[config.mk]
export PLATFORM = sky130hd
export DESIGN_NAME = brightness_keys
export DESIGN_NICKNAME = d
export VERILOG_FILES = /design/src/rtl/brightness_keys.sv
export SDC_FILE = /design/constraint.sdc
export NUM_CORES = 1
export LEC_CHECK = 0
export ABC_AREA = 1
export CAP_MARGIN = 10
export CELL_PAD_IN_SITES_DETAIL_PLACEMENT = 0
export CELL_PAD_IN_SITES_GLOBAL_PLACEMENT = 1
export CORE_ASPECT_RATIO = 0.8
export CORE_MARGIN = 2
export CORE_UTILIZATION = 24
export DETAILED_ROUTE_END_ITERATION = 8
export GPL_TIMING_DRIVEN = 0
export MAX_ROUTING_LAYER = met4
export PLACE_DENSITY_LB_ADDON = 0.1
export SETUP_SLACK_MARGIN = 0.4
export SLEW_MARGIN = 20
export SYNTH_ARGS = -nofsm -noshare
export SYNTH_HDL_FRONTEND = slang
export SYNTH_SLANG_ARGS = --single-unit
export TNS_END_PERCENT = 50
[constraint.sdc]
create_clock -name clk -period 2.7 [get_ports clk]
set_clock_uncertainty 0.15 [all_clocks]
set_input_delay 0.54 -clock clk [delete_from_list [all_inputs] [get_ports clk]]
set_output_delay 0.54 -clock clk [all_outputs]
set_load 0.1 [all_outputs]
[src/rtl/brightness_keys.sv]
// brightness_keys: push-button front end for the brightness stage.
//
// Synchronises and debounces two raw active-low buttons, then issues one
// single-cycle inc/dec pulse per press. Holding a key auto-repeats the pulse.
// Pressing both keys together issues a single bright_rst pulse. Steps past
// level 0 or 15 are never requested.
//
// Optional feature: define BRIGHT_HEX_EN to add the hex_n port. It carries a
// registered, active-low 7-segment decode of level_in.
//
// Ports:
//   clk        system clock
//   rst_n      asynchronous active-low reset
//   key_up_n   raw "brighter" button, active-low, asynchronous
//   key_dn_n   raw "darker" button, active-low, asynchronous
//   level_in   current brightness level fed back from the brightness stage
//   inc        single-cycle request to raise the level by one
//   dec        single-cycle request to lower the level by one
//   bright_rst single-cycle request to return the level to 8
//   keys_held  debounced pressed state {up,dn}, active-high
//   hex_n      (BRIGHT_HEX_EN only) segment pattern g..a of level_in, active-low
module brightness_keys #(
  parameter int unsigned DEBOUNCE_CYCLES = 500000,
  parameter int unsigned REPEAT_DELAY    = 25000000,
  parameter int unsigned REPEAT_PERIOD   = 5000000,
  parameter int unsigned CNT_W           = 25
) (
  input  logic       clk,
  input  logic       rst_n,
  input  logic       key_up_n,
  input  logic       key_dn_n,
  input  logic [3:0] level_in,
`ifdef BRIGHT_HEX_EN
  output logic [6:0] hex_n,
`endif
  output logic       inc,
  output logic       dec,
  output logic       bright_rst,
  output logic [1:0] keys_held
);

  localparam logic [CNT_W-1:0] DbLast     = CNT_W'(DEBOUNCE_CYCLES - 1);
  localparam logic [CNT_W-1:0] DelayLast  = CNT_W'(REPEAT_DELAY - 1);
  localparam logic [CNT_W-1:0] PeriodLast = CNT_W'(REPEAT_PERIOD - 1);

  typedef enum logic [2:0] {
    StIdle,
    StDelay,
    StRepeat,
    StBoth,
    StWaitRel
  } state_e;

  // Bit 1 = up key, bit 0 = down key throughout.
  logic [1:0]            sync1_q, sync1_d;
  logic [1:0]            sync2_q, sync2_d;
  logic [1:0]            press_q, press_d;
  logic [1:0][CNT_W-1:0] db_cnt_q, db_cnt_d;
  logic [1:0]            keys_held_q, keys_held_d;
  state_e                state_q, state_d;
  logic [CNT_W-1:0]      timer_q, timer_d;
  logic                  dir_q, dir_d;  // 1 = up key owns the FSM
  logic                  inc_q, inc_d;
  logic                  dec_q, dec_d;
  logic                  bright_rst_q, bright_rst_d;
  logic                  step;
  logic                  rst_req;
  logic [1:0]            raw_press;

  // Synchroniser and debounce
  always_comb begin
    sync1_d   = {key_up_n, key_dn_n};
    sync2_d   = sync1_q;
    raw_press = ~sync2_q;
    for (int i = 0; i < 2; i++) begin
      press_d[i]  = press_q[i];
      db_cnt_d[i] = '0;
      if (raw_press[i] != press_q[i]) begin
        // Accept the new level only after an unbroken run of differing samples.
        if (db_cnt_q[i] >= DbLast) begin
          press_d[i] = ~press_q[i];
        end else begin
          db_cnt_d[i] = db_cnt_q[i] + 1'b1;
        end
      end
    end
    keys_held_d = press_q;
  end

  // Press / repeat / both-keys FSM, driven from the registered held state
  always_comb begin
    state_d = state_q;
    timer_d = timer_q;
    dir_d   = dir_q;
    step    = 1'b0;
    rst_req = 1'b0;
    unique case (state_q)
      StIdle: begin
        timer_d = '0;
        if (keys_held_q == 2'b11) begin
          state_d = StBoth;
          rst_req = 1'b1;
        end else if (keys_held_q != 2'b00) begin
          dir_d   = keys_held_q[1];
          step    = 1'b1;
          state_d = StDelay;
        end
      end
      StDelay, StRepeat: begin
        // Release wins over a due repeat pulse.
        if (!keys_held_q[dir_q]) begin
          state_d = StIdle;
          timer_d = '0;
        end else if (keys_held_q[~dir_q]) begin
          state_d = StBoth;
          rst_req = 1'b1;
          timer_d = '0;
        end else if (timer_q >= ((state_q == StDelay) ? DelayLast : PeriodLast)) begin
          step    = 1'b1;
          timer_d = '0;
          state_d = StRepeat;
        end else begin
          timer_d = timer_q + 1'b1;
        end
      end
      StBoth: begin
        timer_d = '0;
        state_d = StWaitRel;
      end
      StWaitRel: begin
        timer_d = '0;
        if (keys_held_q == 2'b00) begin
          state_d = StIdle;
        end
      end
      default: begin
        timer_d = '0;
        state_d = StIdle;
      end
    endcase

    // Saturation only masks the request; the FSM keeps its schedule.
    inc_d        = step & dir_d & (level_in != 4'hF);
    dec_d        = step & ~dir_d & (level_in != 4'h0);
    bright_rst_d = rst_req;
  end

  always_ff @(posedge clk or negedge rst_n) begin
    if (!rst_n) begin
      sync1_q      <= 2'b11;
      sync2_q      <= 2'b11;
      press_q      <= '0;
      db_cnt_q     <= '0;
      keys_held_q  <= '0;
      state_q      <= StIdle;
      timer_q      <= '0;
      dir_q        <= 1'b0;
      inc_q        <= 1'b0;
      dec_q        <= 1'b0;
      bright_rst_q <= 1'b0;
    end else begin
      sync1_q      <= sync1_d;
      sync2_q      <= sync2_d;
      press_q      <= press_d;
      db_cnt_q     <= db_cnt_d;
      keys_held_q  <= keys_held_d;
      state_q      <= state_d;
      timer_q      <= timer_d;
      dir_q        <= dir_d;
      inc_q        <= inc_d;
      dec_q        <= dec_d;
      bright_rst_q <= bright_rst_d;
    end
  end

  assign inc        = inc_q;
  assign dec        = dec_q;
  assign bright_rst = bright_rst_q;
  assign keys_held  = keys_held_q;

`ifdef BRIGHT_HEX_EN
  logic [6:0] hex_q, hex_d;

  // Segment order g..a, active-low.
  always_comb begin
    unique case (level_in)
      4'h0:    hex_d = 7'h40;
      4'h1:    hex_d = 7'h79;
      4'h2:    hex_d = 7'h24;
      4'h3:    hex_d = 7'h30;
      4'h4:    hex_d = 7'h19;
      4'h5:    hex_d = 7'h12;
      4'h6:    hex_d = 7'h02;
      4'h7:    hex_d = 7'h78;
      4'h8:    hex_d = 7'h00;
      4'h9:    hex_d = 7'h10;
      4'hA:    hex_d = 7'h08;
      4'hB:    hex_d = 7'h03;
      4'hC:    hex_d = 7'h46;
      4'hD:    hex_d = 7'h21;
      4'hE:    hex_d = 7'h06;
      default: hex_d = 7'h0E;
    endcase
  end

  always_ff @(posedge clk or negedge rst_n) begin
    if (!rst_n) begin
      hex_q <= 7'h7F;
    end else begin
      hex_q <= hex_d;
    end
  end

  assign hex_n = hex_q;
`endif

endmodule

==> impl_metrics.py <==
metrics = {
    "clock_tree": {
        "cts_tree": "done",
        "h-tree-depth": 3,
        "clk_latency_ps": 350,
        "cts.sink_count": 90,
        "clkSlewWorstSetupHoldPaths_ps": 70,
        "numCtsBuffers": 9,
        "root_buffer": "clkbuf_16",
        "cts.path.max_buffers": 2,
    },
    "sta": {
        "max-slew-margin-rel_pct": 35.2,
        "rsz0062_at_grt": "true",
        "hold_violations": 0,
        "fin_setup_tns_ps": 0,
        "period_needed_ps": 2370,
        "fin_crit_sh_pct": 87.7,
        "slew_viol_final": 0,
        "tightest_slew_ps": 970,
        "clock.fmax_ghz": 0.422,
        "setup_viol": 0,
    },
    "setup_path": {
        "path_class": "reg -> reg",
        "cp_max_fo": 7,
        "r2r_start": "state_q[2]$_DFFE_PN0P_",
        "cp-start-kind": "flop",
        "cpMaxStageDelayCell": "dfrtp_1",
        "crit_chain": "inv_2 > nand3_4 > ha_4 > nand2_4 > nor3_4 > nand2_2 > nor3_2 > nand3b_1 > nand2_1 > inv_2 > nand3_4 > buf_12 > buf_12 > nor3_4",
        "slowest_delay_ps": 410,
        "crit_path_end_kind": "flop",
        "startpoint": "state_q[2]$_DFFE_PN0P_",
        "crit_required_ps": 2770,
        "cp.arrival_ps": 2440,
    },
    "global_routing": {
        "grt_pass1_vias": 3806,
        "grt_use_total_pct": 12.0,
        "antenna_found_initial": 0,
        "grt_pass1_wl_um": 19400,
        "grt_max_degree": 50,
        "grt_overflow": 0,
    },
    "layout": {
        "final_cell_area_um2": 6060,
        "antenna_cells": 0,
        "syn_to_final_growth_pct": 25.2,
        "final_util_pct": 30.6,
        "drive_above_1_share_pct": 18.3,
        "final_cells": 905,
        "nNetsFinal": 655,
        "nFillCells": 2119,
    },
    "synthesis": {
        "yosys.cell_count.top_type": "nand2_1",
        "yosys_register_bits": 90,
        "synth_area_leaders": "dfrtp_1 (44%), nand2_1 (9.1%), nor2_1 (7.1%), inv_1 (5.8%), xor2_1 (3.4%)",
        "synth_cells": 587,
        "synth_flop_cell": "dfrtp_1",
        "synth_edf_count": 0,
        "async_flop_share_pct": 100,
        "avgSynthCellArea_um2": 8.24,
        "ys_types": 42,
        "netlist_top_cells_count": "nand2_1 (117), nor2_1 (91), dfrtp_1 (86)",
        "synth_area_um2": 4840,
        "ys_warn_count": 0,
        "yosysSeqAreaShare_pct": 46.6,
        "yosysTopAreaCellShare_pct": 44.5,
        "synth_top_area_cell": "dfrtp_1",
    },
    "placement": {
        "place.detailed.hpwl_um": 8190,
        "dp.cells": 875,
        "place.gp.congestion": 0.751,
        "portBuffers": 12,
        "place_area_um2": 5360,
    },
    "power": {
        "p_comb_share_pct": 25.3,
        "power_frac_clock_pct": 36.1,
        "power_density_nw_per_um2": 635,
        "p_sw_share_pct": 31.6,
        "power_leakage_nw": 2.56,
        "ir_drop_v": 0.000356,
        "p_sw_w": 0.00122,
        "p_total_w": 0.00385,
        "p_int_w": 0.00263,
        "power_frac_seq_pct": 38.5,
    },
    "routing": {
        "dr.pass1.iters": 5,
        "num_vias": 3861,
        "totalWireLength_um": 11500,
        "wl_per_cell_um": 12.7,
        "antenna_left": 0,
        "route.detailed.drc": 0,
        "avgViaCountPerCell": 4.27,
        "drt_iter0_markers": 240,
    },
    "hold_path": {
        "hp-class": "reg -> reg",
        "min_from": "sync1_q[0]$_DFF_PN1_",
    },
    "floorplanning": {
        "die_w_um": 163,
        "core.rowCount": 46,
        "chipHeight_um": 131,
        "initial_utilization_pct": 24.4,
        "die-area_um2": 21300,
        "ios": 13,
        "coreArea_um2": 19800,
    },
    "outcome": {
        "status": "finished clean",
    },
    "run": {
        "cap_violations": 0,
    },
}
==> path summary, 6_finish.rpt <==
path / to / slack (ps) / cells after the start
worst min-delay path: sync2_q[0]$_DFF_PN1_ / 210 / 0
worst min register to register: sync2_q[0]$_DFF_PN1_ / 210 / 0
worst max register to register: timer_q[17]$_DFF_PN0_ / 330 / 14
worst max-delay path: timer_q[17]$_DFF_PN0_ / 330 / 14
max in group asynchronous: sync2_q[1]$_DFF_PN1_ / 1220 / 3
min in group asynchronous: timer_q[24]$_DFF_PN0_ / 520 / 2
==> routing by layer <==
metal  part of all wire [%]  global-route usage, %
met1                     53                   16.8
met2                     43                   17.5
met5                      0                      -
met3                    2.7                   2.84
met4                   0.97                   3.12
==> cells in the final DEF (no fill, tap or decap), types with 3 or more instances in the layout <==
master           instances
dfstp_2                  4
ha_1                     6
buf_12                   4
ha_4                     4
nor3_4                   3
inv_1                   71
nor2_4                  11
a21oi_1                 17
buf_6                    6
conb_1                  12
nor2_1                  84
inv_2                    8
xnor2_1                  9
nor3_2                  13
nand3_2                  5
nor3_1                  16
nand4_1                 23
clkdlybuf4s50_1          6
nand2_1                112
clkbuf_16                9
nor4_1                   4
nand3_1                 30
a21oi_2                  3
dfrtp_1                 83
buf_4                    7
o21ai_0                 14
xor2_1                  19
nand2_2                  4
dfrtp_2                  3
nor2_2                  11
==> area by class of cell <==
type	count	area [um2]	area share, %
clock buffer	9	225	3.72
multi-input combinational	422	2450	40.5
clock inverter	7	101	1.67
tap	264	330	5.45
inverter	81	304	5.02
sequential	90	2260	37.3
timing repair buffer	27	317	5.23
buffer	5	67.6	1.12
==> power by group through the flow <==
stage / sequential, W / combinational, W / clock [W]
floorplan: 0.00160 / 0.000332 / 0
global placement: 0.00150 / 0.000630 / 0
detailed placement: 0.00150 / 0.000631 / 0
CTS: 0.00148 / 0.000846 / 0.00145
global route: 0.00150 / 0.00107 / 0.00151
finish: 0.00148 / 0.000974 / 0.00139
==> critical path, delay by kind of cell (launching register included) <==
family                   cells  cell delay [ps]
flip-flops                   1              410
AND/OR/NAND/NOR              9              920
buffers and inverters        4              400
adder cells (fa/ha/maj)      1              350
==> kinds of logic (layout without fill, tap and decap cells) <==
family | Yosys count | in the layout | share of synthesized area (%)
simple gates | 331 | 331 | 33.4
flops | 90 | 90 | 46.6
buf+inv | 86 | 129 | 7.34
compound gates | 40 | 40 | 4.63
xor+xnor | 28 | 28 | 5.07
fa+ha+maj | 11 | 11 | 2.84
other cells | 1 | 12 | 0.0775
==> stage by stage <==
| stage | setup WS, ps | hold WS [ps] |
|---|---|---|
| 2_1_floorplan | 406 | 94.4 |
| 3_3_place_gp | -2880 | 197 |
| 3_5_place_dp | -73.2 | 199 |
| 4_1_cts | 189 | 209 |
| 5_1_grt | 181 | 210 |
| 6_report | 331 | 208 |
==> flip-flops by register name (all words and copies together), names as in the netlist <==
register / flops
inc: 1
keys_held_d: 2
timer_q: 25
db_cnt_q: 50
bright_rst: 1
sync2_q: 2
sync1_q: 2
dec: 1
dir_q: 1
keys_held: 2
state_q: 3
==> what timing repair did <==
action                                  in CTS  in global routing
buffers inserted                             9                  3
hold endpoints to repair                    39                  0
gates resized for setup                     24                 34
cloned                                       1                  0
hold buffers                                 1                  0
pin swaps                                    6                  6
endpoints found under the setup margin      40                 54
Note: power is estimated with default switching activity, not from simulation.
